### src/rtl/dmem_arbiter.sv
// Shared board/data RAM arbiter: CPU load/store port vs. display tile scanner.
// CPU has priority; a saturating wait counter forces a scanner slot after MAX_WAIT denials.
module dmem_arbiter #(
  parameter int ADDR_W   = 8,
  parameter int DATA_W   = 8,
  parameter int MAX_WAIT = 3,
  parameter int WAIT_W   = 2
) (
  input  logic              CLK,
  input  logic              RESET,
  input  logic              C_REQ,
  input  logic              C_WE,
  input  logic [ADDR_W-1:0] C_ADDR,
  input  logic [DATA_W-1:0] C_WDATA,
  output logic              C_GNT,
  output logic              C_RVALID,
  output logic [DATA_W-1:0] C_RDATA,
  input  logic              D_REQ,
  input  logic [ADDR_W-1:0] D_ADDR,
  output logic              D_GNT,
  output logic              D_RVALID,
  output logic [DATA_W-1:0] D_RDATA,
  output logic              M_EN,
  output logic              M_WE,
  output logic [ADDR_W-1:0] M_ADDR,
  output logic [DATA_W-1:0] M_WDATA,
  input  logic [DATA_W-1:0] M_RDATA,
  output logic              D_STARVED
);

  typedef enum logic [1:0] {OWN_NONE, OWN_CPU, OWN_DISP} owner_t;

  localparam logic [WAIT_W-1:0] MAX_CNT = WAIT_W'(MAX_WAIT);

  owner_t            rd_owner_reg, rd_owner_next;
  logic [WAIT_W-1:0] wait_cnt_reg, wait_cnt_next;
  logic [DATA_W-1:0] c_rdata_reg, d_rdata_reg;
  logic              starved;
  logic              c_gnt, d_gnt;

  assign starved = (wait_cnt_reg == MAX_CNT);

  // Grants are forced low while reset is held so nothing reaches the RAM.
  always_comb begin
    c_gnt = 1'b0;
    d_gnt = 1'b0;
    if (RESET) begin
      if (D_REQ && (!C_REQ || starved)) begin
        d_gnt = 1'b1;
      end else if (C_REQ) begin
        c_gnt = 1'b1;
      end
    end
  end

  always_comb begin
    M_EN    = c_gnt | d_gnt;
    M_WE    = c_gnt & C_WE;
    M_ADDR  = '0;
    M_WDATA = '0;
    if (c_gnt) begin
      M_ADDR  = C_ADDR;
      M_WDATA = C_WDATA;
    end else if (d_gnt) begin
      M_ADDR  = D_ADDR;
    end
  end

  always_comb begin
    rd_owner_next = OWN_NONE;
    if (c_gnt && !C_WE) begin
      rd_owner_next = OWN_CPU;
    end else if (d_gnt) begin
      rd_owner_next = OWN_DISP;
    end

    wait_cnt_next = '0;
    if (D_REQ && !d_gnt) begin
      wait_cnt_next = starved ? wait_cnt_reg : wait_cnt_reg + WAIT_W'(1);
    end
  end

  always_ff @(posedge CLK or negedge RESET) begin
    if (!RESET) begin
      rd_owner_reg <= OWN_NONE;
      wait_cnt_reg <= '0;
      c_rdata_reg  <= '0;
      d_rdata_reg  <= '0;
    end else begin
      rd_owner_reg <= rd_owner_next;
      wait_cnt_reg <= wait_cnt_next;
      if (rd_owner_reg == OWN_CPU) begin
        c_rdata_reg <= M_RDATA;
      end
      if (rd_owner_reg == OWN_DISP) begin
        d_rdata_reg <= M_RDATA;
      end
    end
  end

  // Return data is forwarded from the RAM in the valid cycle, then held.
  assign C_GNT     = c_gnt;
  assign D_GNT     = d_gnt;
  assign C_RVALID  = (rd_owner_reg == OWN_CPU);
  assign D_RVALID  = (rd_owner_reg == OWN_DISP);
  assign C_RDATA   = C_RVALID ? M_RDATA : c_rdata_reg;
  assign D_RDATA   = D_RVALID ? M_RDATA : d_rdata_reg;
  assign D_STARVED = RESET & starved;

endmodule

### config.mk
export PLATFORM = sky130hd
export DESIGN_NAME = dmem_arbiter
export DESIGN_NICKNAME = d
export VERILOG_FILES = /design/src/rtl/dmem_arbiter.sv
export SDC_FILE = /design/constraint.sdc
export NUM_CORES = 1
export LEC_CHECK = 0
export CORE_MARGIN = 2
export CORE_UTILIZATION = 34
export DETAILED_ROUTE_END_ITERATION = 16
export GPL_TIMING_DRIVEN = 0
export PLACE_DENSITY = 0.8
export SLEW_MARGIN = 20
export SYNTH_ARGS = -nofsm -noshare
export SYNTH_HDL_FRONTEND = slang
export SYNTH_SLANG_ARGS = --single-unit
export TNS_END_PERCENT = 5
### constraint.sdc
create_clock -name CLK -period 1.9 [get_ports CLK]
set_clock_uncertainty 0.2 [all_clocks]
set_input_delay 0.285 -clock CLK [delete_from_list [all_inputs] [get_ports CLK]]
set_output_delay 0.285 -clock CLK [all_outputs]
set_load 0.005 [all_outputs]
==> flow_metrics.py <==
metrics = {
    "run_status": {
        "status": "finished, violations left",
        "violations": "negative setup slack",
    },
    "detailed_routing": {
        "final_antenna_net_count": 0,
        "firstDrtPassIters": 4,
        "wl_per_cell_um": 16.6,
        "via_count": 1152,
        "drt_first_iter_violations": 24,
        "viasPerCell": 4.88,
        "drc": 0,
        "drt_wl_total_mm": 3.92,
    },
    "worst_setup_path": {
        "r2r_cells": 6,
        "start_kind": "register",
        "r2r_slack_ns": 0.35,
        "required_ns": 1.41,
        "crit_fanout": 4,
        "critPathKind": "reg2out",
        "crit_arrival_ns": 1.68,
        "r2r-start": "wait_cnt_reg[0]",
        "cp-end-kind": "output port",
        "rr_endpoint": "rd_owner_reg[0]",
    },
    "placed_design": {
        "port_buffers": 75,
        "gp_congestion": 0.783,
        "dpl-instance-area_sq_um": 1850,
        "hpwl_mm": 2.47,
    },
    "clock_network": {
        "clkTransAtPathRegs_ns": 0.12,
        "clock_path_buffers": 2,
        "clock-sinks": 20,
        "cts_buffers": 3,
        "cts-root-buf": "clkbuf_4",
        "tritoncts": "built",
        "cts.htree.levels": 1,
        "clk_latency_ns": 0.30,
    },
    "floorplan": {
        "die-area_sq_um": 3580,
        "core.rowCount": 20,
        "die_x_um": 59.9,
        "io_pins": 76,
        "die_h_um": 59.9,
        "fp.coreArea_sq_um": 3000,
        "start_util": 0.353,
    },
    "finish": {
        "postLayoutCellArea_sq_um": 2170,
        "final_net_count": 242,
        "layout_common_cells": "clkdlybuf4s50_1 (34), buf_6 (24), dfrtp_1 (20), clkbuf_2 (19), buf_4 (18)",
        "area_growth_pct": 104,
        "n_antenna_cell": 0,
        "final_common_cell": "clkdlybuf4s50_1",
        "seq_area_sq_um": 500,
        "fillers": 229,
        "multi_input_area_sq_um": 626,
        "drive_gt1_frac": 0.517,
    },
    "global_routing": {
        "grt_pass1_wl_mm": 5.94,
        "grt_pass1_vias": 1300,
        "grt_max_degree": 21,
        "grt_usage": 0.226,
        "antenna_found_initial": 0,
        "overflow": 0,
    },
    "min_path": {
        "worstHoldPathType": "in2reg",
        "hp-start": "RESET",
        "holdPathEnd": "rd_owner_reg[1]",
        "hold_path_depth": 3,
    },
    "sta": {
        "fin_crit_sh": 1.14,
        "final_max_slew_viol_count": 0,
        "hold_viol_final": 0,
        "max_freq_mhz": 462,
        "post-route-min-period_ns": 2.17,
        "setup_ws_ns": -0.266,
        "fin_tns_setup_ns": -4.55,
        "rsz0062_at_grt": "yes",
        "slew-limit-headroom": 0.409,
        "worst_pin_slew_ns": 0.884,
        "setup_viol_count_final": 32,
    },
    "logic_synthesis": {
        "synthCells": 98,
        "ys_seq_elements": 20,
        "netlist_area_sq_um": 1060,
        "synth_top_area_share": 0.472,
        "seq_area_frac_synth": 0.472,
        "syn_nets": 136,
        "avgSynthCellArea_sq_um": 10.8,
        "ys_types": 23,
        "ys.warnings.count": 0,
        "synth_top_area_cell": "dfrtp_1",
        "synth_area_leaders": "dfrtp_1 (47%), mux2_2 (17%), and2_4 (7.4%), nand2_1 (6.0%), o22ai_1 (4.7%)",
    },
    "power_and_ir_drop": {
        "power_frac_comb": 0.382,
        "power.density_nw_per_um2": 658,
        "power_leakage_nw": 1.11,
        "p_int_w": 0.00106,
        "power.share.switching": 0.255,
        "pwr-share-clk": 0.242,
        "p_sw_w": 0.000364,
        "power_frac_seq": 0.376,
        "peakVddDrop_uv": 333,
    },
    "job": {
        "max_cap_viol_count": 0,
    },
}
[timing repair]
item | CTS | global route
gates resized for setup | 139 | 40
endpoints found under the hold margin | 20 | 0
pin swaps | 12 | 4
endpoints found under the setup margin | 41 | 38
cloned | 2 | 0
hold buffers | 1 | 0
setup buffers | 24 | 1
[cell families after synthesis]
kind of cell	Yosys count	share of synthesized area
AOI/OAI and AO/OA	12	0.0743
DFF	20	0.472
muxes	17	0.179
adders and majority gates	1	0.0118
buffers and inverters	9	0.0554
and+or+nand+nor	39	0.208
[cell type report]
type	count	share of cell area
plain buffers	4	0.0162
clock buffers	3	0.0104
flip-flops and latches	20	0.231
repair buffers	103	0.416
inverters	3	0.00520
well taps	33	0.0191
clock inverters	1	0.0139
multi-input cells	69	0.289
[how the worst max path moves through the flow]
| stage | slack, ns | cells past startpoint | to | startpoint |
|---|---|---|---|---|
| finish | -0.27 | 7 | M_WE | wait_cnt_reg[1] |
| global route | -0.35 | 7 | M_WE | wait_cnt_reg[0] |
| floorplan | 0.23 | 6 | M_WDATA[0] | wait_cnt_reg[0] |
| detailed placement | -1.33 | 6 | M_ADDR[2] | RESET |
| global placement | -1.26 | 6 | M_ADDR[5] | RESET |
| CTS | -0.30 | 8 | M_WDATA[7] | wait_cnt_reg[1] |
[critical path, stage by stage, from the launching register on]
cell	delay [ns]
dfrtp_1	0.44
ha_4	0.20
nand2_4	0.08
and3_4	0.23
buf_6	0.12
buf_6	0.09
and2_4	0.13
buf_6	0.09
[cell usage after synthesis (all sizes together)]
cell,number
buf,6
mux2i,1
a211oi,1
inv,3
ha,1
nor2b,2
nand2,18
nor2,4
and2,11
and3,2
nand3b,1
dfrtp,20
nand2b,1
mux2,16
o22ai,8
o21ai,2
o21a,1
[per-stage QoR]
step / power (W) / hold slack (ns) / util / std cells / worst slack (ns)
after detailed placement: 0.00104 / 0.285 / 0.617 / 206 / -1.33
after CTS: 0.00139 / 0.0926 / 0.725 / 236 / -0.300
after floorplan: 0.000710 / -0.211 / - / 98 / 0.229
after global placement: 0.00101 / 0.279 / 0.617 / 206 / -1.26
final: 0.00143 / 0.0927 / 0.722 / 236 / -0.266
after global routing: 0.00150 / 0.0801 / 0.722 / 236 / -0.345
[layer usage]
| metal | track usage | vias to the layer above | wire length [um] |
|---|---|---|---|
| met5 | 0 | - | 0 |
| met4 | 0.0476 | 0 | 44 |
| met3 | 0.0411 | 6 | 334 |
| met2 | 0.489 | 65 | 2200 |
| met1 | 0.208 | 540 | 1340 |
| li1 | - | 541 | - |
[power by group through the flow]
stage,logic (W),clock network [W],registers [W]
6_report,0.000545,0.000345,0.000536
5_1_grt,0.000584,0.000370,0.000545
4_1_cts,0.000519,0.000346,0.000528
3_5_place_dp,0.000498,0,0.000538
3_3_place_gp,0.000479,0,0.000531
2_1_floorplan,0.000182,0,0.000528
No activity file was read; power rests on OpenSTA's default activity.
